$ cat src/rtl/note_sequencer.sv
// N-note FCW sequencer for the NCO/DAC path: forward/reverse playback at 1x/2x tempo,
// pause, and an edit mode that nudges the selected note's FCW with saturation.
module note_sequencer #(
  parameter int CYCLES_PER_NOTE = 125_000_000,
  parameter int NUM_NOTES       = 4,
  parameter int FCW_WIDTH       = 24,
  parameter int FCW_INIT        = 1375181,
  parameter int FCW_STEP        = 1000,
  parameter int FCW_MIN         = 2750,
  parameter int FCW_MAX         = 1375181,
  localparam int AW = (NUM_NOTES > 2) ? $clog2(NUM_NOTES) : 1,
  localparam int CW = $clog2(CYCLES_PER_NOTE)
) (
  input  logic                 clk,
  input  logic                 rst,
  input  logic [3:0]           buttons,
  output logic [FCW_WIDTH-1:0] fcw,
  output logic [AW-1:0]        note_idx,
  output logic [NUM_NOTES-1:0] leds,
  output logic [1:0]           leds_state,
  output logic                 note_start
);

  typedef enum logic [1:0] {
    REGULAR = 2'b00,
    REVERSE = 2'b01,
    PAUSED  = 2'b10,
    EDIT    = 2'b11
  } state_t;

  localparam logic [CW-1:0]        LIMIT_1X   = CW'(CYCLES_PER_NOTE - 1);
  localparam logic [CW-1:0]        LIMIT_2X   = CW'(CYCLES_PER_NOTE / 2 - 1);
  localparam logic [AW-1:0]        LAST_IDX   = AW'(NUM_NOTES - 1);
  localparam logic [FCW_WIDTH-1:0] INIT_W     = FCW_WIDTH'(FCW_INIT);
  localparam logic [FCW_WIDTH-1:0] STEP_W     = FCW_WIDTH'(FCW_STEP);
  localparam logic [FCW_WIDTH-1:0] MIN_W      = FCW_WIDTH'(FCW_MIN);
  localparam logic [FCW_WIDTH-1:0] MAX_W      = FCW_WIDTH'(FCW_MAX);
  localparam logic [FCW_WIDTH:0]   INC_THRESH = (FCW_WIDTH+1)'(FCW_MAX - FCW_STEP);
  localparam logic [FCW_WIDTH:0]   DEC_THRESH = (FCW_WIDTH+1)'(FCW_MIN + FCW_STEP);

  state_t               state_reg, state_next;
  logic [AW-1:0]        note_idx_reg, note_idx_next;
  logic [CW-1:0]        dur_cnt_reg, dur_cnt_next;
  logic                 tempo_reg, tempo_next;  // 1 = 2x tempo
  logic [FCW_WIDTH-1:0] fcw_reg, fcw_next;
  logic                 note_start_reg, note_start_next;
  logic [FCW_WIDTH-1:0] notes_reg [NUM_NOTES];

  logic                 wr_en;
  logic [FCW_WIDTH-1:0] wr_data;
  logic                 press0, press1, press2, press3;
  logic [FCW_WIDTH-1:0] cur_note, inc_val, dec_val;
  logic [FCW_WIDTH:0]   cur_ext;
  logic [CW-1:0]        limit;
  logic [AW-1:0]        idx_inc, idx_dec;

  // Only the highest-priority pressed button acts in a given cycle.
  assign press0 = buttons[0];
  assign press1 = buttons[1] & ~buttons[0];
  assign press2 = buttons[2] & ~(|buttons[1:0]);
  assign press3 = buttons[3] & ~(|buttons[2:0]);

  assign cur_note = notes_reg[note_idx_reg];
  assign cur_ext  = {1'b0, cur_note};
  assign inc_val  = (cur_ext >= INC_THRESH) ? MAX_W : cur_note + STEP_W;
  assign dec_val  = (cur_ext <= DEC_THRESH) ? MIN_W : cur_note - STEP_W;
  assign limit    = tempo_reg ? LIMIT_2X : LIMIT_1X;
  assign idx_inc  = (note_idx_reg == LAST_IDX) ? '0 : note_idx_reg + AW'(1);
  assign idx_dec  = (note_idx_reg == '0) ? LAST_IDX : note_idx_reg - AW'(1);

  always_comb begin
    state_next      = state_reg;
    note_idx_next   = note_idx_reg;
    dur_cnt_next    = dur_cnt_reg;
    tempo_next      = tempo_reg;
    note_start_next = 1'b0;
    wr_en           = 1'b0;
    wr_data         = cur_note;
    fcw_next        = (state_reg == PAUSED) ? '0 : cur_note;

    case (state_reg)
      REGULAR, REVERSE: begin
        // Advance direction follows the current state even if a button changes it this cycle.
        if (dur_cnt_reg >= limit) begin
          dur_cnt_next    = '0;
          note_start_next = 1'b1;
          note_idx_next   = (state_reg == REGULAR) ? idx_inc : idx_dec;
        end else begin
          dur_cnt_next = dur_cnt_reg + CW'(1);
        end
        if (press0)      state_next = PAUSED;
        else if (press1) state_next = (state_reg == REGULAR) ? REVERSE : REGULAR;
        else if (press3) tempo_next = ~tempo_reg;
      end
      PAUSED: begin
        if (press0)      state_next = REGULAR;
        else if (press2) state_next = EDIT;
      end
      EDIT: begin
        if (press0) begin
          wr_en   = 1'b1;
          wr_data = inc_val;
        end else if (press1) begin
          wr_en   = 1'b1;
          wr_data = dec_val;
        end else if (press2) begin
          state_next = PAUSED;
        end else if (press3) begin
          note_idx_next = idx_inc;
        end
      end
      default: state_next = REGULAR;
    endcase
  end

  always_ff @(posedge clk or negedge rst) begin
    if (!rst) begin
      state_reg      <= REGULAR;
      note_idx_reg   <= '0;
      dur_cnt_reg    <= '0;
      tempo_reg      <= 1'b0;
      fcw_reg        <= '0;
      note_start_reg <= 1'b0;
    end else begin
      state_reg      <= state_next;
      note_idx_reg   <= note_idx_next;
      dur_cnt_reg    <= dur_cnt_next;
      tempo_reg      <= tempo_next;
      fcw_reg        <= fcw_next;
      note_start_reg <= note_start_next;
    end
  end

  // Note store is a resettable register file so a reset restores every note.
  always_ff @(posedge clk or negedge rst) begin
    if (!rst) begin
      for (int i = 0; i < NUM_NOTES; i++) notes_reg[i] <= INIT_W;
    end else if (wr_en) begin
      for (int i = 0; i < NUM_NOTES; i++) begin
        if (note_idx_reg == AW'(i)) notes_reg[i] <= wr_data;
      end
    end
  end

  genvar gi;
  generate
    for (gi = 0; gi < NUM_NOTES; gi++) begin : g_leds
      assign leds[gi] = (note_idx_reg == AW'(gi));
    end
  endgenerate

  assign fcw        = fcw_reg;
  assign note_idx   = note_idx_reg;
  assign leds_state = state_reg;
  assign note_start = note_start_reg;

endmodule

$ cat config.mk
export PLATFORM = sky130hd
export DESIGN_NAME = note_sequencer
export DESIGN_NICKNAME = d
export VERILOG_FILES = /design/src/rtl/note_sequencer.sv
export SDC_FILE = /design/constraint.sdc
export NUM_CORES = 1
export LEC_CHECK = 0
export ABC_AREA = 1
export BUFFER_PORTS_ARGS = -buffer_cell sky130_fd_sc_hd__buf_2
export CAP_MARGIN = 20
export CORE_UTILIZATION = 55
export CTS_BUF_LIST = sky130_fd_sc_hd__clkbuf_2
export DETAILED_ROUTE_END_ITERATION = 7
export PLACE_DENSITY = 0.72
export SYNTH_ARGS = -nofsm -noshare
export SYNTH_HDL_FRONTEND = slang
export SYNTH_SLANG_ARGS = --single-unit
$ cat constraint.sdc
create_clock -name clk -period 2.7 [get_ports clk]
set_input_delay 0.675 -clock clk [delete_from_list [all_inputs] [get_ports clk]]
set_output_delay 0.675 -clock clk [all_outputs]
set_load 0.05 [all_outputs]
== After elaboration in Yosys (flattened, before gate mapping) ==
Index checks and enable logic that the tools add are counted.
Cells by class
  add/sub/neg operators: 5
  multipliers: 0
  div/mod/pow operators: 0
  $lt $le $gt $ge: 4
  eq/ne operators: 14
  shift operators: 0
  multiplexer cells: 34
  bitwise operators: 9
  reductions and logical operators: 13
Operators by type and width (number)
  $mux 24: 8
  $mux 27: 2
  $bmux 24 s2: 1
  $mux 2: 15
  $add 27x1->27 const B: 1
  $ge 27x27->1: 1
  $add 24x10->24 const B: 1
  $ge 24x21->1 const B: 1
  $le 24x12->1 const B: 1
  $sub 24x10->24 const B: 1
  $ne 2x2->1 const B: 6
  $eq 2x2->1 const B: 4
  $reduce_and 2->1: 4
  $mux 1: 6
  $ne 3x3->1 const B: 2
  $pmux 2 s3: 1
  $reduce_and 6->1: 1
  $not 1->1: 5
  $reduce_and 5->1: 1
  $eq 2x1->1 const B: 2
  $logic_not 2->1: 2
  $pmux 2 s2: 1
  $reduce_and 4->1: 1
  $reduce_or 2->1: 2
  7 further kinds: 9
Word-level totals
  register bits after elaboration: 153
  bits in latches: 0
  RAM bits: 0
  memory bits (read-only): 0
  input bits: 6
  output and inout bits: 33
  word-level logic and storage cells: 89
  memories: 0

== Depth between registers and ports, before layout ==
Gate-level depths: netlist (run 1).
  word-level depth: 9
  gate-level depth with buffers: 20
  gate-level depth less buffers: 18

== Worst setup path after synthesis (run 1) ==
Ideal clock, no wire load.
  path type: flip-flop to flip-flop
  start: register note_idx_reg[0] (netlist: note_idx[0])
  end: register notes_reg[19] (netlist name)
  setup time: 0.117 ns
  data arrival time: 2.458 ns
  data required time: 2.583 ns
  setup slack: 0.125 ns
  cell stages (with the launch flop): 19
  buffers on the path: 2
  period minus slack after synthesis: 2.575 ns
  cell sequence: dfrtp_1 buf_6 inv_6 buf_4 nand2_1 nand3_1 nand2_2 inv_1 ha_1 nand3b_1 nand2_1 nand2_1 nand3_1 xnor2_1 nor2_1 nor2_1 nand2_1 nand2_1 nand2_1
On the way
  word-level cells in the longest chain between the ends: 9
  elaborated cells on any way between the ends: 15
  those cells by class: add/sub (2); order compare (2); eq/ne (1); mux (8); bitwise (1); reduce/logical (1)
RTL lines
  start, declared: RTL line 42  | logic [AW-1:0] note_idx_reg, note_idx_next;
  start signal, assigned: RTL line 126  | note_idx_reg <= note_idx_next;
  $not 2->3 (not written as such): RTL line 63  | assign cur_note = notes_reg[note_idx_reg];
  $bmux 24 s2: RTL line 63
  $mux 24 (not written as such) (2 in series): RTL line 63
  $sub 24x10->24 or $le 24x12->1 (tied branches): RTL line 66  | assign dec_val = (cur_ext <= DEC_THRESH) ? MIN_W : cur_note - STEP_W;
  $mux 24: RTL line 66
  $mux 24: RTL line 103  | end else if (press1) begin
  $mux 24: RTL line 100  | if (press0) begin
  $mux 24: RTL line 81  | case (state_reg)
  end signal, assigned by index: RTL line 140  | if (note_idx_reg == AW'(i)) notes_reg[i] <= wr_data;
  end, declared: RTL line 47  | logic [FCW_WIDTH-1:0] notes_reg [NUM_NOTES];
Parallel ways exist; a longest one is shown, timed or not. The select of a mux whose other input is x is not followed.
A chain may end at the register's enable or synchronous reset.

== Worst setup path in the final report (run 1) ==
  start: register note_idx_reg[0] (netlist: note_idx[0])
  end: output leds[3]
On the way
  word-level cells in the longest chain between the ends: 1
RTL lines
  $eq 2x2->1: RTL line 148  | assign leds[gi] = (note_idx_reg == AW'(gi));
  end, declared: RTL line 19  | output logic [NUM_NOTES-1:0] leds,
No other way between the ends.

==> results of run 1 <==
[power groups by stage]
stage	Combinational (mW)	Clock [mW]	Sequential (mW)
2_1_floorplan	5.03	0	4.29
3_3_place_gp	7.83	0	3.79
3_5_place_dp	7.92	0	3.79
4_1_cts	7.99	1.64	3.74
5_1_grt	9.78	1.74	3.85
6_report	9.01	1.62	3.77
[critical path: cells and delay by family (launching register included)]
family     cells  cell delay, ps
buf+inv        2             440
flops          1             520
fa+ha+maj      1             230
[layer usage]
layer | vias up | routed length (µm) | GRT usage | share of wire
met5 | - | 0 | 0 | 0
met4 | 0 | 664 | 0.0904 | 0.024
met3 | 59 | 2910 | 0.0903 | 0.10
met2 | 452 | 12200 | 0.478 | 0.44
met1 | 4258 | 12000 | 0.458 | 0.43
li1 | 4388 | - | - | -
[kinds of logic after synthesis]
family	after synthesis	synth area share
AO/OA/AOI/OAI	65	0.0403
XOR/XNOR	25	0.0237
adder cells (fa/ha/maj)	20	0.0271
buffers and inverters	115	0.0563
flip-flops	153	0.422
AND/OR/NAND/NOR	930	0.430
[cells in the mapped netlist]
library cell	n	area [µm²]
nand2_1	534	2000
nand3_1	166	831
nor2_1	133	499
dfrtp_1	97	2430
inv_1	58	218
dfstp_2	56	1470
nand2_2	25	156
nor3_1	25	125
a21oi_1	24	120
o21ai_0	24	120
ha_1	20	250
clkbuf_1	19	71.3
nand4_1	19	119
xor2_1	18	158
nand3_2	10	100
buf_2	9	45.0
buf_1	7	26.3
buf_4	7	52.6
xnor2_1	7	61.3
a31oi_1	6	37.5
buf_6	6	67.6
nor2_2	6	37.5
clkinv_1	4	15.0
inv_2	4	15.0
nor4_1	4	25.0
o21a_1	3	22.5
nand2_4	2	22.5
nor2_4	2	22.5
nor3b_1	2	15.0
o21ai_2	2	17.5
a211oi_1	1	7.51
a21o_1	1	7.51
a21oi_2	1	8.76
a21oi_4	1	16.3
inv_6	1	8.76
nand3b_1	1	7.51
o211ai_1	1	7.51
o22ai_1	1	6.26
or2_2	1	6.26
[repair_timing]
action,in CTS,in global routing
setup buffers,1,22
cloned,0,2
setup endpoints to repair,4,108
hold buffers,1,0
pin swaps,0,10
resized for setup,6,74
hold endpoints to repair,43,0
[stage by stage]
stage | util | total power [mW]
3_5_place_dp | 0.618 | 11.7
2_1_floorplan | - | 9.32
5_1_grt | 0.673 | 15.4
3_3_place_gp | 0.618 | 11.6
6_report | 0.673 | 14.4
4_1_cts | 0.639 | 13.4
[path summary, 6_finish.rpt]
check / endpoint / slack [ps]
max in group asynchronous: notes_reg[55] / 1580
worst min register to register: notes_reg[56] / 490
worst max-delay path: leds[3] / 30
min in group asynchronous: leds_state[1] / 380
worst max register to register: notes_reg[20] / 60
worst min-delay path: tempo_reg / 270
[cell type report]
class                   count  area, µm²  area share
repair inverters            1       8.76    0.000808
well taps                 216        270      0.0249
clock inverters            15        226      0.0209
diodes                      1       2.50    0.000231
flip-flops and latches    153       3900       0.360
repair buffers            117       1000      0.0922
clock buffers              17       85.1     0.00785
multi-input cells        1040       5080       0.469
inverters                  67        270      0.0249
==> reports/qor.txt, run 1 <==
HP Class: input port to flip-flop
DRT antenna net count: 0
antenna violations before repair: 1
Setup WS post-layout: 27.0 ps
routed vias/inst: 5.63
DIE AREA: 17,300 µm²
number of placed I/O pins: 39
YS warnings: 0
Initial DRC Count: 1,240
maximum vdd drop: 0.000871 V
Largest register FFs: 96
Fmax: 374 MHz
synthesized instance count: 1,308
crit path cell chain: buf_6, ha_1, buf_4
TritonCTS buffer count: 17
Clk pin slew, worst setup/hold paths: 250 ps
Max Cap Violations: 0
share of post-route cells with drive strength above 1: 0.216
first-pass GRT wire length: 43,500 µm
final critical-path share of the clock period: 0.990
Netlist cell types: 39
Req. time, crit path: 2030 ps
Initial Utilization: 0.573
vias in the first global route: 8,302
final instance area: 10,800 µm²
Crit-path slowest cell: dfrtp_2
Worst Setup Start Kind: flip-flop
num rows: 46
# nets final: 1,423
Lkg Pwr: 5.43 nW
clock sink total: 153
Die H: 132 µm
Clock power frac: 0.113
drt first pass iters: 6
combinational share of power: 0.626
internal power: 6.84 mW
fin cells: 1,627
Syn Nets: 1,334
commonest non-fill, non-tap cell in the layout: nand2_1
GP Congestion: 1.02
Power per Cell Area: 1330 nW/µm²
die width: 132 µm
final hold slack: 267 ps
Crit. End Element: primary output
Total GRT Usage: 0.322
Slew headroom: 0.566
largest net degree at the start of global routing: 65
CTS H-tree depth: 4
Post-Route WL: 27,800 µm
setup_tns: 0 ps
worst slew pin tran: 644 ps
Layout area overhead: 17.5%
Hold Path Stages: 4
Slew Limit Fails: 0
# port buffers: 38
most frequent cells in the layout: nand2_1 (514), nand3_1 (156), nor2_1 (128)
Remaining DRCs: 0
worst r2r path cells: 20
Vias: 9,157
worst stage delay on the critical path: 520 ps
Post-Syn Area: 9230 µm²
Worst-Skew Late Latency: 820 ps
Mapped Avg Cell Area: 7.06 µm²
number of synthesized register bits: 153
post-synthesis sequential area ratio: 0.422
wire per inst: 17.1 µm
power share of the sequential group: 0.262
critical setup path kind: flip-flop to primary output
setup repair after global routing missed its margin: yes
final setup violation count: 0
clock skew: 47.3 ps
Critical Path Source: note_idx[0]
dpl cell area: 9950 µm²
crit-path max FO: 20
Core ar.: 16,100 µm²
DP HPWL: 19,400 µm
Final Hold Vio Count: 0
Sw Share: 0.525
post-layout min period: 2670 ps
total gr overflow: 0
root buffer cell: clkbuf_2
status: finished clean
clock buffer depth: 2
pre-CTS WS: 72.3 ps
reg2reg start: note_idx[0]
hold path startpoint: buttons[3]
Worst EP arrival: 2000 ps
Filler cells: 1,440
sw power: 7.56 mW
placed insts: 1,568
CTS tree: yes
(Power assumes the default switching activity.)
==> run 2: changes to the inputs <==
--- a/config.mk
+++ b/config.mk
@@ -12,6 +12,7 @@
 export CTS_BUF_LIST = sky130_fd_sc_hd__clkbuf_2
 export DETAILED_ROUTE_END_ITERATION = 7
 export PLACE_DENSITY = 0.72
+export SETUP_SLACK_MARGIN = 0.4
 export SYNTH_ARGS = -nofsm -noshare
 export SYNTH_HDL_FRONTEND = slang
 export SYNTH_SLANG_ARGS = --single-unit
==> run 2 against run 1 <==
Effect of this change: the flow now finishes with violations (negative setup slack); wire length rose by 18%; flip-flop and latch count unchanged; critical endpoint is now notes_reg[80]; count of clock-buffer cells in the layout is 3 higher; worst hold slack gained 95 ps; die area is the same; critical path depth grew 18; register-to-register slack got worse by 130 ps.
==> reports/qor.txt, run 2 (synthesis results as in run 1) <==
status: complete, but fails checks
failing checks: negative setup slack
Slew headroom: 0.593 (+0.0273)
total gr overflow: 0 (unchanged)
Fmax: 361 MHz (-3.6%)
# port buffers: 38 (unchanged)
vias in the first global route: 8,744 (+5.3%)
# nets final: 1,492 (+4.8%)
Total GRT Usage: 0.339 (+0.0162)
Post-Route WL: 32,900 µm (+18%)
cell repeated most along the worst path: nand2_4
maximum vdd drop: 0.00105 V (+20%)
worst r2r path cells: 21 (+5.0%)
Layout area overhead: 38.8%
share of post-route cells with drive strength above 1: 0.378 (+0.162)
Filler cells: 1,059 (-26%)
DIE AREA: 17,300 µm² (unchanged)
antenna violations before repair: 1 (unchanged)
dpl cell area: 9880 µm² (-0.74%)
Initial DRC Count: 1,406 (+13%)
worst slew pin tran: 608 ps (-36.4 ps)
TritonCTS buffer count: 17 (unchanged)
Lkg Pwr: 6.09 nW (+12%)
CTS tree: yes
Final Hold Vio Count: 0 (unchanged)
Initial Utilization: 0.573 (unchanged)
final critical-path share of the clock period: 1.03 (+0.0372)
CTS H-tree depth: 4 (unchanged)
post-layout min period: 2770 ps (+100 ps)
crit path cell chain: buf_6, clkinv_8, buf_8, buf_16, nand2_4, nand3_4, nand2_4, buf_6, nand2_2, nor2_1, nand2_1, nor2_1, nand2_2, nand2_4, nand2_4, nand2_8, buf_12, nor2_4, nand2_4, nand3_2, nand2_1
setup repair after global routing missed its margin: yes
Remaining DRCs: 0 (unchanged)
Power per Cell Area: 1380 nW/µm² (+3.6%)
Worst EP arrival: 3510 ps (+1510 ps)
Setup WS post-layout: -73.5 ps (-100 ps)
Vias: 10,200 (+11%)
clock buffer depth: 2 (unchanged)
reg2reg start: note_idx[0]
critical setup path kind: flip-flop to flip-flop
worst stage delay on the critical path: 470 ps (-50 ps)
crit-path max FO: 5 (-75%)
Worst-Skew Late Latency: 790 ps (-30 ps)
Slew Limit Fails: 0 (unchanged)
Clk pin slew, worst setup/hold paths: 240 ps (about the same)
routed vias/inst: 6.00 (+6.6%)
largest net degree at the start of global routing: 56 (-14%)
HP Class: input port to flip-flop
hold path startpoint: buttons[3]
die width: 132 µm (unchanged)
final setup violation count: 1 (+1)
Largest register FFs: 96 (unchanged)
number of placed I/O pins: 39 (unchanged)
Max Cap Violations: 0 (unchanged)
final hold slack: 363 ps (+95.3 ps)
GP Congestion: 1.02 (+0.50%)
Hold Path Stages: 4 (unchanged)
Core ar.: 16,100 µm² (unchanged)
num rows: 46 (unchanged)
first-pass GRT wire length: 45,700 µm (+4.9%)
root buffer cell: clkbuf_2
Crit Reg-Reg Endpoint: notes_reg[80]
Crit. End Element: flip-flop
clock sink total: 153 (unchanged)
clock skew: 53.1 ps (+5.76 ps)
DP HPWL: 19,400 µm (about the same)
fin cells: 1,696 (+4.2%)
hold endpoint: tempo_reg
Crit-path slowest cell: dfrtp_2
Worst Setup Start Kind: flip-flop
DRT antenna net count: 0 (unchanged)
setup slack, reg-to-reg: -70 ps (-130 ps)
commonest non-fill, non-tap cell in the layout: nand2_1
Req. time, crit path: 3440 ps (+1410 ps)
drt first pass iters: 6 (unchanged)
Power, Total: 17.6 mW (+22%)
Die H: 132 µm (unchanged)
most frequent cells in the layout: nand2_1 (455), nor2_1 (98), buf_4 (98)
placed insts: 1,563 (-0.32%)
final instance area: 12,800 µm² (+18%)
wire per inst: 19.4 µm (+13%)
==> run 2: cell types whose count changed in the layout (fill, tap and decap cells not counted), sizes merged <==
cell and delta:
clkbuf +6, inv -5, bufbuf +1, nand3 +1, clkinv +2, buf +64
==> run 2: what timing repair did <==
action / in CTS / in global routing
pin swaps: 9 / 65
hold buffers: 1 / 0
resized for setup: 96 / 327
setup buffers: 27 / 62
cloned: 3 / 7
hold endpoints to repair: 27 / 0
endpoints found under the setup margin: 130 / 130
==> run 2: cell type report <==
type                       instances  area [µm²]  area share
antenna                            1        2.50    0.000195
clock buffer                      20         100     0.00781
clock inverter                    12         175      0.0137
inverter                          67         288      0.0225
multi-input combinational       1041        6290       0.491
sequential                       153        3900       0.305
tap                              216         270      0.0211
timing repair buffer             185        1780       0.139
timing repair inverter             1        6.26    0.000488
==> run 2: per-layer routing <==
metal	global-route usage	up-vias	part of all wire
met2	0.522	664	0.45
li1	-	4539	-
met5	0	-	0
met1	0.474	4819	0.39
met3	0.0698	150	0.11
met4	0.114	0	0.044
==> run 2: critical path: cells and delay by family (launching register included) <==
kind                   cells  cell delay [ps]
buffers and inverters      6              750
flip-flops                 1              470
AND/OR/NAND/NOR           15             1480
==> run 2: where the power goes <==
part	switching [mW]	total (mW)	internal [mW]
combinational	7.83	12.3	4.46
sequential	0.499	3.83	3.33
clock	0.882	1.51	0.625
==> run 2: through the flow <==
| step | setup WS, ps | TNS (ps) | util |
|---|---|---|---|
| 3_5_place_dp | 68.4 | 0 | 0.613 |
| 2_1_floorplan | 388 | 0 | - |
| 5_1_grt | -157 | -3880 | 0.795 |
| 4_1_cts | 143 | 0 | 0.672 |
| 6_report | -73.5 | -73.5 | 0.795 |
| 3_3_place_gp | 68.3 | 0 | 0.613 |
==> run 2: worst max path at each step <==
| stage | startpoint | endpoint | slack, ps | depth (start not counted) |
|---|---|---|---|---|
| after floorplan | note_idx[0] | notes_reg[19] | 390 | 18 |
| after global placement | note_idx[0] | notes_reg[85] | 70 | 17 |
| after detailed placement | note_idx[0] | notes_reg[84] | 70 | 17 |
| after CTS | note_idx[0] | leds[0] | 140 | 4 |
| after global routing | note_idx[0] | notes_reg[80] | -160 | 21 |
| final | note_idx[0] | notes_reg[80] | -70 | 21 |
==> run 3: changes to the inputs <==
--- a/config.mk
+++ b/config.mk
@@ -8,10 +8,11 @@
 export ABC_AREA = 1
 export BUFFER_PORTS_ARGS = -buffer_cell sky130_fd_sc_hd__buf_2
 export CAP_MARGIN = 20
-export CORE_UTILIZATION = 55
+export CORE_UTILIZATION = 39
 export CTS_BUF_LIST = sky130_fd_sc_hd__clkbuf_2
+export CTS_CLUSTER_DIAMETER = 50
 export DETAILED_ROUTE_END_ITERATION = 7
-export PLACE_DENSITY = 0.72
+export PLACE_DENSITY = 0.55
 export SETUP_SLACK_MARGIN = 0.4
 export SYNTH_ARGS = -nofsm -noshare
 export SYNTH_HDL_FRONTEND = slang
==> run 3 against run 2 <==
Effect of this change: the flow now finishes without violations; critical path depth is the same; count of clock-buffer cells in the layout fell by 3; register-to-register slack better by 120 ps; largest cell class unchanged; first-iteration DRC count shrank 39%; final cell count rose by 7.2%; combinational power is 3% higher; sequential power fell by 1%; worst setup slack gained 120 ps; non-clock buffer count grew 26; core utilization down 21 points.
==> reports/qor.txt, run 3 (synthesis results as in run 1) <==
Hold Path Stages: 4 (unchanged)
maximum vdd drop: 0.000462 V (-56%)
Lkg Pwr: 6.26 nW (+2.7%)
HP Class: input port to flip-flop
placed insts: 1,681 (+7.5%)
Clk pin slew, worst setup/hold paths: 250 ps (about the same)
worst slew pin tran: 608 ps (+0.230 ps)
setup repair after global routing missed its margin: yes
most frequent cells in the layout: nand2_1 (443), buf_4 (108), dfrtp_1 (94)
total gr overflow: 0 (unchanged)
first-pass GRT wire length: 51,400 µm (+13%)
Slew Limit Fails: 0 (unchanged)
post-layout min period: 2660 ps (-116 ps)
root buffer cell: clkbuf_2
DP HPWL: 20,600 µm (+6.4%)
Power, Total: 17.9 mW (+1.5%)
worst r2r path cells: 21 (unchanged)
Post-Route WL: 33,300 µm (+1.1%)
clock sink total: 153 (unchanged)
Slew headroom: 0.595 (+0.00134)
Vias: 9,780 (-3.9%)
routed vias/inst: 5.38 (-10%)
largest net degree at the start of global routing: 60 (+7.1%)
Die H: 156 µm (+18%)
DIE AREA: 24,300 µm² (+40%)
internal power: 8.63 mW (+2.5%)
fin cells: 1,818 (+7.2%)
Final Hold Vio Count: 0 (unchanged)
Crit. End Element: flip-flop
Req. time, crit path: 3370 ps (-70 ps)
Initial Utilization: 0.403 (-0.170)
Worst EP arrival: 3330 ps (-180 ps)
Layout area overhead: 45.8%
DRT antenna net count: 0 (unchanged)
Max Cap Violations: 0 (unchanged)
clock skew: 81.9 ps (+28.8 ps)
power share of the sequential group: 0.212 (-0.005)
Clock power frac: 0.080 (-0.005)
Initial DRC Count: 856 (-39%)
final setup violation count: 0 (-1)
Filler cells: 2,032 (+92%)
critical setup path kind: flip-flop to flip-flop
final hold slack: 359 ps (-3.99 ps)
die width: 156 µm (+18%)
Sw Share: 0.518 (-0.00467)
Fmax: 376 MHz (+4.4%)
TritonCTS buffer count: 17 (unchanged)
# port buffers: 38 (unchanged)
Post-Route Utilization: 0.587 (-0.208)
Remaining DRCs: 0 (unchanged)
Worst-Skew Late Latency: 830 ps (+40 ps)
Largest register FFs: 96 (unchanged)
CTS tree: yes
combinational share of power: 0.708 (+0.011)
wire per inst: 18.3 µm (-5.7%)
share of post-route cells with drive strength above 1: 0.425 (+0.0469)
Worst Setup Start Kind: flip-flop
clock buffer depth: 2 (unchanged)
# nets final: 1,517 (+1.7%)
commonest non-fill, non-tap cell in the layout: nand2_1
drt first pass iters: 6 (unchanged)
status: finished clean
GP Congestion: 0.960 (-6.0%)
final critical-path share of the clock period: 0.984 (-0.0431)
Total GRT Usage: 0.276 (-0.0624)
sw power: 9.26 mW (+0.59%)
crit-path max FO: 6 (+1)
vias in the first global route: 9,212 (+5.4%)
Core ar.: 22,900 µm² (+42%)
CTS H-tree depth: 4 (unchanged)
num rows: 55 (+20%)
number of placed I/O pins: 39 (unchanged)
antenna violations before repair: 1 (unchanged)
Power per Cell Area: 1330 nW/µm² (-3.3%)
run 3: layout make-up:
| cell class | instances | area, µm² | share of cell area |
|---|---|---|---|
| well taps | 313 | 392 | 0.0291 |
| flip-flops and latches | 153 | 3900 | 0.290 |
| inverters | 67 | 302 | 0.0224 |
| multi-input cells | 1040 | 6440 | 0.479 |
| clock inverters | 15 | 164 | 0.0122 |
| repair inverters | 1 | 6.26 | 0.000465 |
| clock buffers | 17 | 85.1 | 0.00632 |
| repair buffers | 211 | 2160 | 0.161 |
| diodes | 1 | 2.50 | 0.000186 |
run 3: worst max-delay path, stage by stage (launching register included):
cell and delay (ps):
dfrtp_2 480, buf_6 150, inv_12 50, buf_12 120
buf_16 130, buf_6 120, nand2_2 50, nand3_2 60
nand2_2 90, nand2_2 90, buf_6 130, nor2_4 120
nand2_4 80, nor2_4 130, nand2_4 80, nand3_4 110
buf_6 120, nor2_4 30, nor2_2 110, nand2_2 120
nand3_2 90, nand2_1 70
run 3: worst paths after layout:
check | startpoint | endpoint | slack [ps]
hold / removal | buttons[3] | tempo_reg | 360
min in group asynchronous | rst | dur_cnt_reg[3] | 390
setup / recovery | note_idx[0] | notes_reg[82] | 40
hold reg to reg | notes_reg[30] | notes_reg[30] | 480
max in group asynchronous | rst | dur_cnt_reg[16] | 1570
setup reg to reg | note_idx[0] | notes_reg[82] | 40
run 3: power by group through the flow:
stage | registers [mW] | clock network, mW | logic, mW
floorplan | 4.29 | 0 | 5.06
global placement | 3.80 | 0 | 8.22
detailed placement | 3.79 | 0 | 8.27
CTS | 3.75 | 1.46 | 11.5
global route | 3.89 | 1.54 | 13.5
finish | 3.79 | 1.42 | 12.7
run 3: per-layer routing:
metal,wire length (µm),track usage,up-vias
met5,0,0,-
met1,15400,0.404,4734
met4,569,0.0747,0
li1,-,-,4587
met3,2640,0.0481,59
met2,14700,0.417,400
run 3: repair_timing:
item                                    CTS  global route
hold buffers                              1             0
endpoints found under the setup margin  130           131
gates cloned                              8             3
gates resized for setup                 308           159
pin swaps                               102            85
hold endpoints to repair                 26             0
setup buffers                            66            26
run 3: stage by stage:
stage	instance area (µm²)	TNS (ps)	worst slack (ps)
after floorplan	9250	0	388
after global placement	10200	0	121
after detailed placement	10200	0	100
after CTS	12500	0	138
after global routing	13500	-28.8	-21.6
final	13500	0	42.8
